File: src/rtl/word_serializer_if.sv
// Handshake and serial-stream bundle between an upstream word source,
// the word serializer and the downstream shift register.
interface word_serializer_if #(
   parameter int WIDTH = 16
);
   logic [WIDTH-1:0] data_i;
   logic             valid_i;
   logic             ready_o;
   logic             ser_o;
   logic             ser_en_o;
   logic             busy_o;
   logic             done_o;

   modport master (
      output data_i, valid_i,
      input  ready_o, ser_o, ser_en_o, busy_o, done_o
   );

   modport slave (
      input  data_i, valid_i,
      output ready_o, ser_o, ser_en_o, busy_o, done_o
   );
endinterface

File: src/rtl/word_serializer.sv
// Parallel-to-serial feeder: accepts one word per handshake and shifts it out MSB
// first, one strobe every DIV cycles, then flags done for one cycle.
module word_serializer #(
   parameter int WIDTH = 16,
   parameter int DIV   = 1
) (
   input logic              clk,
   input logic              reset,
   word_serializer_if.slave bus
);

   if (WIDTH < 1) begin : g_width_check
      $error("word_serializer: WIDTH must be >= 1");
   end
   if (DIV < 1) begin : g_div_check
      $error("word_serializer: DIV must be >= 1");
   end

   localparam int DIV_W = (DIV > 1) ? $clog2(DIV) : 1;
   localparam int CNT_W = $clog2(WIDTH + 1);

   localparam logic [DIV_W-1:0] DIV_LAST = DIV_W'(DIV - 1);
   localparam logic [DIV_W-1:0] DIV_ONE  = DIV_W'(1);
   localparam logic [DIV_W-1:0] DIV_ZERO = {DIV_W{1'b0}};
   localparam logic [CNT_W-1:0] BIT_LOAD = CNT_W'(WIDTH);
   localparam logic [CNT_W-1:0] BIT_ONE  = CNT_W'(1);
   localparam logic [CNT_W-1:0] BIT_ZERO = {CNT_W{1'b0}};
   localparam logic [WIDTH-1:0] WORD_ZERO = {WIDTH{1'b0}};

   typedef enum logic [1:0] {
      ST_IDLE  = 2'd0,
      ST_SHIFT = 2'd1,
      ST_DONE  = 2'd2
   } state_t;

   state_t           state_r;
   state_t           state_nxt_s;
   logic [WIDTH-1:0] shift_r;
   logic [WIDTH-1:0] shift_nxt_s;
   logic [CNT_W-1:0] bit_cnt_r;
   logic [CNT_W-1:0] bit_cnt_nxt_s;
   logic [DIV_W-1:0] div_cnt_r;
   logic [DIV_W-1:0] div_cnt_nxt_s;

   logic ready_r, ser_r, ser_en_r, busy_r, done_r;
   logic ready_nxt_s, ser_nxt_s, ser_en_nxt_s, busy_nxt_s, done_nxt_s;

   // Next-state, datapath and output decode; outputs are derived from the next
   // state so the registered outputs line up with the state they describe.
   always_comb begin
      state_nxt_s   = state_r;
      shift_nxt_s   = shift_r;
      bit_cnt_nxt_s = bit_cnt_r;
      div_cnt_nxt_s = div_cnt_r;
      case (state_r)
         ST_IDLE: begin
            if (bus.valid_i) begin
               state_nxt_s   = ST_SHIFT;
               shift_nxt_s   = bus.data_i;
               bit_cnt_nxt_s = BIT_LOAD;
               div_cnt_nxt_s = DIV_ZERO;
            end else begin
               state_nxt_s   = ST_IDLE;
            end
         end
         ST_SHIFT: begin
            if (div_cnt_r == DIV_LAST) begin
               div_cnt_nxt_s = DIV_ZERO;
               shift_nxt_s   = shift_r << 1'b1;
               bit_cnt_nxt_s = bit_cnt_r - BIT_ONE;
               if (bit_cnt_r == BIT_ONE) begin
                  state_nxt_s = ST_DONE;
               end else begin
                  state_nxt_s = ST_SHIFT;
               end
            end else begin
               div_cnt_nxt_s = div_cnt_r + DIV_ONE;
            end
         end
         ST_DONE: begin
            state_nxt_s = ST_IDLE;
         end
         default: begin
            state_nxt_s   = ST_IDLE;
            shift_nxt_s   = WORD_ZERO;
            bit_cnt_nxt_s = BIT_ZERO;
            div_cnt_nxt_s = DIV_ZERO;
         end
      endcase

      ready_nxt_s  = (state_nxt_s == ST_IDLE);
      busy_nxt_s   = (state_nxt_s != ST_IDLE);
      done_nxt_s   = (state_nxt_s == ST_DONE);
      ser_en_nxt_s = (state_nxt_s == ST_SHIFT) && (div_cnt_nxt_s == DIV_LAST);
      ser_nxt_s    = ser_en_nxt_s & shift_nxt_s[WIDTH-1];
   end

   // State, datapath and output registers with synchronous reset.
   always_ff @(posedge clk) begin
      if (reset) begin
         state_r   <= ST_IDLE;
         shift_r   <= WORD_ZERO;
         bit_cnt_r <= BIT_ZERO;
         div_cnt_r <= DIV_ZERO;
         ready_r   <= 1'b1;
         ser_r     <= 1'b0;
         ser_en_r  <= 1'b0;
         busy_r    <= 1'b0;
         done_r    <= 1'b0;
      end else begin
         state_r   <= state_nxt_s;
         shift_r   <= shift_nxt_s;
         bit_cnt_r <= bit_cnt_nxt_s;
         div_cnt_r <= div_cnt_nxt_s;
         ready_r   <= ready_nxt_s;
         ser_r     <= ser_nxt_s;
         ser_en_r  <= ser_en_nxt_s;
         busy_r    <= busy_nxt_s;
         done_r    <= done_nxt_s;
      end
   end

   assign bus.ready_o  = ready_r;
   assign bus.ser_o    = ser_r;
   assign bus.ser_en_o = ser_en_r;
   assign bus.busy_o   = busy_r;
   assign bus.done_o   = done_r;

endmodule
File: src/flat_wrapper.sv
// flat-port wrapper written by rule: the top's interface ports become plain ports
module word_serializer_flat 
#(
   parameter int WIDTH = 16,
   parameter int DIV   = 1
)
  (clk, reset, bus_data_i, bus_valid_i, bus_ready_o, bus_ser_o, bus_ser_en_o, bus_busy_o, bus_done_o);
  word_serializer_if #(.WIDTH(WIDTH)) bus_i ();
  input logic clk;
  input logic reset;
  input wire logic [$bits(bus_i.data_i)-1:0] bus_data_i;
  input wire logic [$bits(bus_i.valid_i)-1:0] bus_valid_i;
  output wire logic [$bits(bus_i.ready_o)-1:0] bus_ready_o;
  output wire logic [$bits(bus_i.ser_o)-1:0] bus_ser_o;
  output wire logic [$bits(bus_i.ser_en_o)-1:0] bus_ser_en_o;
  output wire logic [$bits(bus_i.busy_o)-1:0] bus_busy_o;
  output wire logic [$bits(bus_i.done_o)-1:0] bus_done_o;
  assign bus_i.data_i = bus_data_i;
  assign bus_i.valid_i = bus_valid_i;
  assign bus_ready_o = bus_i.ready_o;
  assign bus_ser_o = bus_i.ser_o;
  assign bus_ser_en_o = bus_i.ser_en_o;
  assign bus_busy_o = bus_i.busy_o;
  assign bus_done_o = bus_i.done_o;
  word_serializer #(.WIDTH(WIDTH), .DIV(DIV)) u_core (.clk(clk), .reset(reset), .bus(bus_i));
endmodule
File: config.mk
export PLATFORM = sky130hd
export DESIGN_NAME = word_serializer_flat
export DESIGN_NICKNAME = d
export VERILOG_FILES = /design/src/rtl/word_serializer_if.sv /design/src/rtl/word_serializer.sv /design/src/flat_wrapper.sv
export SDC_FILE = /design/constraint.sdc
export NUM_CORES = 1
export LEC_CHECK = 0
export ABC_AREA = 1
export ABC_CLOCK_PERIOD_IN_PS = 2800
export CAP_MARGIN = 20
export CORE_MARGIN = 1
export CORE_UTILIZATION = 30
export DETAILED_ROUTE_END_ITERATION = 7
export HOLD_SLACK_MARGIN = 0.1
export PLACE_DENSITY = 0.61
export SYNTH_ARGS = -nofsm -noshare
export SYNTH_HDL_FRONTEND = slang
export SYNTH_SLANG_ARGS = --single-unit
File: constraint.sdc
create_clock -name clk -period 2.8 [get_ports clk]
set_input_delay 0.84 -clock clk [delete_from_list [all_inputs] [get_ports clk]]
set_output_delay 0.84 -clock clk [all_outputs]
set_load 0.02 [all_outputs]
==> flow_metrics.py, run 1 <==
metrics = {
    "timing": {
        "finalSetupViolCount": 0,
        "fin_setup_tns_ns": 0,
        "timing.clock.skew_ns": 0.00332,
        "rsz0062_at_grt": "no",
        "timing.final.crit_share_pct": 71.9,
        "min_period_ns": 2.01,
        "final_hold_viol_count": 0,
        "hold-worst-slack_ns": 0.466,
        "finalMaxSlewViolations": 0,
        "max_freq_mhz": 496,
        "max_slew_margin_pct": 75.5,
        "worst_slew_pin_slew_ns": 0.367,
    },
    "synthesis": {
        "synth-compound-area-share_pct": 11.7,
        "synth_top_area_share_pct": 47.3,
        "synth_simple_gate_area_share_pct": 31.3,
        "asyncSetResetFlopFracSynth_pct": 0,
        "ys_dominant_reg_cell": "sky130_fd_sc_hd__dfxtp_1",
        "synth_fp_nets": 184,
        "synthMuxAreaShare_pct": 0,
        "synth_adder_area_share_pct": 2.04,
        "ranking_of_synthesized_cells_by_area": "sky130_fd_sc_hd__dfxtp_1 47%, sky130_fd_sc_hd__nand2_1 19%, sky130_fd_sc_hd__a31oi_1 7.6%",
        "post_synth_inst_count": 163,
        "number_of_synthesis_warnings": 0,
        "synth_cell_types": 20,
        "synthMostInstantiatedCell": "sky130_fd_sc_hd__nand2_1",
        "synthXorXnorAreaFrac_pct": 0.713,
        "main_combinational_cell_family_by_area_after_synthesis": "simple AND/OR/NAND/NOR gates",
        "synth_area_um2": 1230,
        "netlist.top_cell.by_area": "sky130_fd_sc_hd__dfxtp_1",
        "synth_edf_count": 0,
        "synth.top_cells.by_count": "62 x sky130_fd_sc_hd__nand2_1, 29 x sky130_fd_sc_hd__dfxtp_1, 15 x sky130_fd_sc_hd__a31oi_1, 11 x sky130_fd_sc_hd__nor2_1, 9 x sky130_fd_sc_hd__inv_1",
        "postSynthRegisterBits": 29,
        "synth_area_per_cell_um2": 7.54,
        "synth_sequential_area_ratio_pct": 47.3,
    },
    "pwr": {
        "comb_power_share_pct": 15.0,
        "ir_drop_uv": 288,
        "clkPwrFrac_pct": 41.8,
        "pwr_density_cell_nw_per_um2": 662,
        "p_sw_w": 0.000261,
        "p_int_w": 0.000804,
        "standby_leakage_power_nw": 0.628,
        "sw_frac_of_total_pct": 24.5,
        "power.share.sequential_pct": 43.3,
    },
    "min_path": {
        "min-delay-path-class": "reg -> reg",
    },
    "floorplan": {
        "die_w_um": 66.0,
        "rows": 22,
        "initial_utilization_pct": 32.3,
        "top_level_ports": 24,
        "die_y_um": 66.0,
        "fp.coreArea_um2": 3800,
        "floorplan.die_area_um2": 4360,
    },
    "global_routing": {
        "grt_max_degree": 22,
        "first_global_vias": 988,
        "gr-total-overflow": 0,
        "grt.total_usage_pct": 12.9,
        "grt_antenna_before_repair": 0,
        "grt_first_pass_wirelength_um": 4190,
    },
    "worst_setup_path": {
        "crit_path_top_delay_cell": "sky130_fd_sc_hd__clkdlybuf4s50_1",
        "critical_path.n_buffers_inverters": 1,
        "cpLargestDelayFamily": "buffers and inverters",
        "critPathMaxStageDelay_ns": 0.59,
        "cp-end-kind": "output port",
        "cp.arrival_ns": 1.17,
        "critPathKind": "reg -> out",
        "path_cells": "clkdlybuf4s50_1",
        "worst_ep_required_time_ns": 1.96,
        "critPathLaunchType": "register",
        "cp_max_fo": 1,
    },
    "clocking": {
        "clock_tree.buffer_depth": 2,
        "cts.sinks": 29,
        "cts_max_level": 2,
        "ctsResizeCount": 0,
        "numCtsBuffers": 5,
        "clkLatencyLatePin_ns": 0.28,
        "tritoncts": "done",
        "worst_setup_hold_path_clk_slew_ns": 0.06,
        "clockRootBuffer": "sky130_fd_sc_hd__clkbuf_8",
        "holdBufCountCts": 0,
        "cts_post_setup_buffers_inserted": 0,
    },
    "route": {
        "wl_per_cell_um": 10.1,
        "route.final.wire_length_um": 2410,
        "drc": 0,
        "ant_nets": 0,
        "dr.pass1.iters": 4,
        "post_drt_via_cell_ratio": 4.51,
        "total_via_count_after_detailed_routing": 1073,
        "detail_route.iter0.violations": 42,
    },
    "cells_and_area": {
        "drive_gt1_share_pct": 8.42,
        "design.final.nets": 210,
        "syn_to_final_growth_pct": 31.0,
        "final.fill_count": 402,
        "sequential_area_um2": 581,
        "area_occupied_by_multi_input_gates_um2": 562,
        "insertedDiodeCount": 0,
    },
    "placed_design": {
        "dp_hpwl_um": 1640,
        "routabilityCongestion": 0.837,
        "place.port_buffers": 23,
    },
    "outcome": {
        "result_of_the_run": "finished clean",
    },
    "run": {
        "drv.max_cap_violation_count": 0,
    },
}
-- stage by stage --
stage          total power [W]  utilization (%)  cells  setup slack, ns  instance area (um^2)
2_1_floorplan         0.000575                -    163             1.29                  1230
3_3_place_gp          0.000629             39.3    230            0.674                  1490
3_5_place_dp          0.000629             39.3    230            0.660                  1490
4_1_cts                0.00108             42.4    238            0.775                  1610
5_1_grt                0.00112             42.4    238            0.742                  1610
6_report               0.00107             42.4    238            0.786                  1610
-- cell families after synthesis --
logic type / after synthesis
and+or+nand+nor: 88
DFF: 29
AOI/OAI and AO/OA: 25
buffers and inverters: 18
adders and majority gates: 2
xor gates and xnor gates: 1
-- placed cells by master (no fill, tap or decap), drive strengths merged --
cell type      count
ha                 2
o21ai              5
buf                2
a31oi             15
clkbuf             7
xor2               1
or2                1
nand2             65
bufinv             1
a21oi              5
nor2              13
dfxtp             29
nor3               3
inv               11
clkdlybuf4s50     23
nand4              2
nand3              4
clkinv             1
-- per-layer routing --
metal | GRT usage, % | vias to the layer above | part of all wire [%]
li1 | - | 575 | -
met1 | 15.1 | 470 | 49
met2 | 20.3 | 23 | 44
met3 | 4.48 | 5 | 5.2
met4 | 7.18 | 0 | 1.8
met5 | 0 | - | 0
-- sequential cells by signal (all words and copies together), names as in the netlist --
| register | flops |
|---|---|
| u_core.bus.done_o | 1 |
| u_core.div_cnt_r | 1 |
| u_core.bit_cnt_r | 5 |
| u_core.state_r | 2 |
| u_core.bus.ready_o | 1 |
| u_core.shift_r | 16 |
| u_core.bus.busy_o | 1 |
| u_core.bus.ser_o | 1 |
| u_core.bus.ser_en_o | 1 |
-- worst min-delay path, stage by stage (launching register included) --
cell and delay [ns]:
sky130_fd_sc_hd__dfxtp_1 0.31, sky130_fd_sc_hd__nand2_1 0.06, sky130_fd_sc_hd__a21oi_1 0.05
-- final cells by class --
class,instances,share of cell area (%)
clock buffers,7,5.37
clock inverters,1,1.87
multi-input cells,116,34.9
inverters,12,2.80
well taps,48,3.73
repair buffers,25,15.2
flip-flops and latches,29,36.1
-- power groups by stage --
stage | combinational (W) | clock, W | sequential [W]
after global placement | 0.000159 | 0 | 0.000470
after global routing | 0.000181 | 0.000477 | 0.000465
after CTS | 0.000161 | 0.000454 | 0.000461
after detailed placement | 0.000159 | 0 | 0.000470
after floorplan | 0.000103 | 0 | 0.000473
final | 0.000159 | 0.000445 | 0.000461
-- worst paths after layout --
path | from | endpoint | slack, ns | depth (start not counted)
max reg2reg | u_core.state_r[0] | u_core.bit_cnt_r[1] | 1.39 | 5
min | u_core.shift_r[0] | u_core.shift_r[0] | 0.47 | 2
min reg2reg | u_core.shift_r[0] | u_core.shift_r[0] | 0.47 | 2
max | u_core.bus.ser_o | bus_ser_o | 0.79 | 1
Note: power is estimated with default switching activity, not from simulation.
==> run 2, diff against run 1 <==
Settings changed: ABC_CLOCK_PERIOD_IN_PS 2800 to 1900.
Clock period 2.8 ns to 1.9 ns, I/O delays scaled along.
==> run 2 against run 1 <==
Sequential power increased by 48%. Combinational power rose by 54%. Register-to-register slack lost 0.76 ns. Critical endpoint is now bus_ser_en_o. Clock power increased by 2%. Cell count is the same. First-iteration DRC count is 64% higher. Critical path type unchanged.
==> flow_metrics.py, run 2 (synthesized netlist as in run 1, its figures left out) <==
metrics = {
    "run": {
        "drv.max_cap_violation_count": 0,
    },
    "worst_setup_path": {
        "cp_max_fo": 1,
        "critPathKind": "reg -> out",
        "critPathMaxStageDelay_ns": 0.59,
        "destination_of_the_worst_register_to_register_timing_path": "u_core.shift_r[6]",
        "cpLargestDelayFamily": "buffers and inverters",
        "cp-end-kind": "output port",
        "critPathLaunchType": "register",
        "r2r_setup_slack_ns": 0.63,
        "path_cells": "clkdlybuf4s50_1",
        "critical_path.n_buffers_inverters": 1,
        "worstRegToRegCells": 6,
        "crit_path_top_delay_cell": "sky130_fd_sc_hd__clkdlybuf4s50_1",
        "worst_r2r_startpoint": "u_core.state_r[1]",
        "setup_crit_start": "u_core.bus.ser_en_o",
        "worst_ep_required_time_ns": 1.33,
        "cp.arrival_ns": 1.19,
    },
    "clocking": {
        "cts_max_level": 2,
        "cts_post_setup_buffers_inserted": 0,
        "clock_tree.buffer_depth": 2,
        "holdBufCountCts": 0,
        "worst_setup_hold_path_clk_slew_ns": 0.06,
        "numCtsBuffers": 5,
        "clockRootBuffer": "sky130_fd_sc_hd__clkbuf_8",
        "ctsResizeCount": 0,
        "cts.sinks": 29,
        "tritoncts": "done",
        "clkLatencyLatePin_ns": 0.27,
    },
    "pwr": {
        "clkPwrFrac_pct": 33.0,
        "p_total_w": 0.00138,
        "comb_power_share_pct": 17.7,
        "ir_drop_uv": 295,
        "sw_frac_of_total_pct": 27.1,
        "p_int_w": 0.00101,
        "power.share.sequential_pct": 49.2,
        "standby_leakage_power_nw": 0.624,
        "p_sw_w": 0.000375,
        "pwr_density_cell_nw_per_um2": 867,
    },
    "cells_and_area": {
        "design.final.nets": 212,
        "largest-register": "u_core.shift_r",
        "syn_to_final_growth_pct": 29.7,
        "insertedDiodeCount": 0,
        "final_core_util_pct": 42.0,
        "final_common_cell": "sky130_fd_sc_hd__nand2_1",
        "drive_gt1_share_pct": 8.95,
        "largest_register_ff_count": 16,
        "layout.cell_area.non_filler_um2": 1590,
        "layout_common_cells": "62 x sky130_fd_sc_hd__nand2_1, 29 x sky130_fd_sc_hd__dfxtp_1, 23 x sky130_fd_sc_hd__clkdlybuf4s50_1",
        "layout_top_registers": "u_core.shift_r (16), u_core.bit_cnt_r (5), u_core.state_r (2)",
        "final.fill_count": 408,
        "layout.cells.non_filler": 238,
    },
    "floorplan": {
        "top_level_ports": 24,
        "initial_utilization_pct": 32.3,
        "die_w_um": 66.0,
        "fp.coreArea_um2": 3800,
        "die_y_um": 66.0,
        "floorplan.die_area_um2": 4360,
        "rows": 22,
    },
    "global_routing": {
        "grt_max_degree": 22,
        "first_global_vias": 975,
        "grt_antenna_before_repair": 0,
        "grt.total_usage_pct": 13.1,
        "grt_first_pass_wirelength_um": 4240,
        "gr-total-overflow": 0,
    },
    "placed_design": {
        "place_area_um2": 1520,
        "routabilityCongestion": 0.834,
        "placed_cells": 232,
        "dp_hpwl_um": 1690,
        "place.port_buffers": 23,
    },
    "route": {
        "ant_nets": 0,
        "post_drt_via_cell_ratio": 4.62,
        "dr.pass1.iters": 4,
        "drc": 0,
        "route.final.wire_length_um": 2440,
        "detail_route.iter0.violations": 69,
        "total_via_count_after_detailed_routing": 1099,
        "wl_per_cell_um": 10.3,
    },
    "timing": {
        "max_slew_margin_pct": 79.7,
        "min_period_ns": 1.76,
        "finalSetupViolCount": 0,
        "max_freq_mhz": 569,
        "rsz0062_at_grt": "no",
        "final_hold_viol_count": 0,
        "timing.final.crit_share_pct": 92.5,
        "fin_setup_tns_ns": 0,
        "timing.clock.skew_ns": 0.00165,
        "finalMaxSlewViolations": 0,
        "worst_slew_pin_slew_ns": 0.302,
    },
    "outcome": {
        "result_of_the_run": "finished clean",
    },
    "min_path": {
        "timing.hold.worst_endpoint": "u_core.shift_r[0]",
        "worst_hold_startpoint": "u_core.shift_r[0]",
        "min-delay-path-class": "reg -> reg",
        "worst_hold_path.num_cells": 2,
    },
}
run 2: cell types whose count changed in the layout (fill, tap and decap cells not counted):
cell and change:
sky130_fd_sc_hd__clkbuf_1 -1, sky130_fd_sc_hd__buf_12 +1, sky130_fd_sc_hd__clkinv_2 +1, sky130_fd_sc_hd__buf_4 +1, sky130_fd_sc_hd__bufinv_16 -1, sky130_fd_sc_hd__clkbuf_8 -1
run 2: worst max path at each step:
stage                                     end  depth (start not counted)  slack [ns]
after floorplan           u_core.bus.ser_en_o                          3        0.66
after global placement    u_core.bit_cnt_r[3]                          8        0.09
after detailed placement  u_core.bit_cnt_r[3]                          8        0.06
after CTS                        bus_ser_en_o                          1        0.13
after global routing             bus_ser_en_o                          1        0.11
final                            bus_ser_en_o                          1        0.14
run 2: tightest hold or removal path, cell delays in order, from the launching register on:
cell,delay (ns)
sky130_fd_sc_hd__dfxtp_1,0.31
sky130_fd_sc_hd__nand2_1,0.06
sky130_fd_sc_hd__a21oi_1,0.05
run 2: area by class of cell:
class / instances / area [um^2] / area share [%]
Timing Repair Buffer: 27 / 273 / 17.1
Sequential cell: 29 / 581 / 36.4
Tap cell: 48 / 60.1 / 3.77
Multi-Input combinational cell: 116 / 562 / 35.2
Clock buffer: 5 / 68.8 / 4.32
Clock inverter: 1 / 5.00 / 0.314
Inverter: 12 / 45.0 / 2.83
run 2: routing by layer:
metal | routed length, um | global-route usage, % | part of all wire [%]
met1 | 1240 | 16.2 | 51
met2 | 1020 | 19.5 | 42
met3 | 131 | 5.69 | 5.4
met4 | 48 | 5.59 | 2.0
met5 | 0 | 0 | 0
run 2: metrics by stage:
| stage | hold WS, ns | setup slack, ns |
|---|---|---|
| final | 0.461 | 0.142 |
| after global routing | 0.486 | 0.112 |
| after CTS | 0.465 | 0.125 |
| after detailed placement | 0.457 | 0.0578 |
| after global placement | 0.456 | 0.0915 |
| after floorplan | 0.439 | 0.662 |
run 2: power by group through the flow:
| stage | sequential, W | combinational (W) | clock, W |
|---|---|---|---|
| after floorplan | 0.000696 | 0.000151 | 0 |
| after detailed placement | 0.000693 | 0.000246 | 0 |
| after CTS | 0.000680 | 0.000247 | 0.000474 |
| after global placement | 0.000693 | 0.000244 | 0 |
| after global routing | 0.000685 | 0.000277 | 0.000508 |
| final | 0.000680 | 0.000245 | 0.000456 |
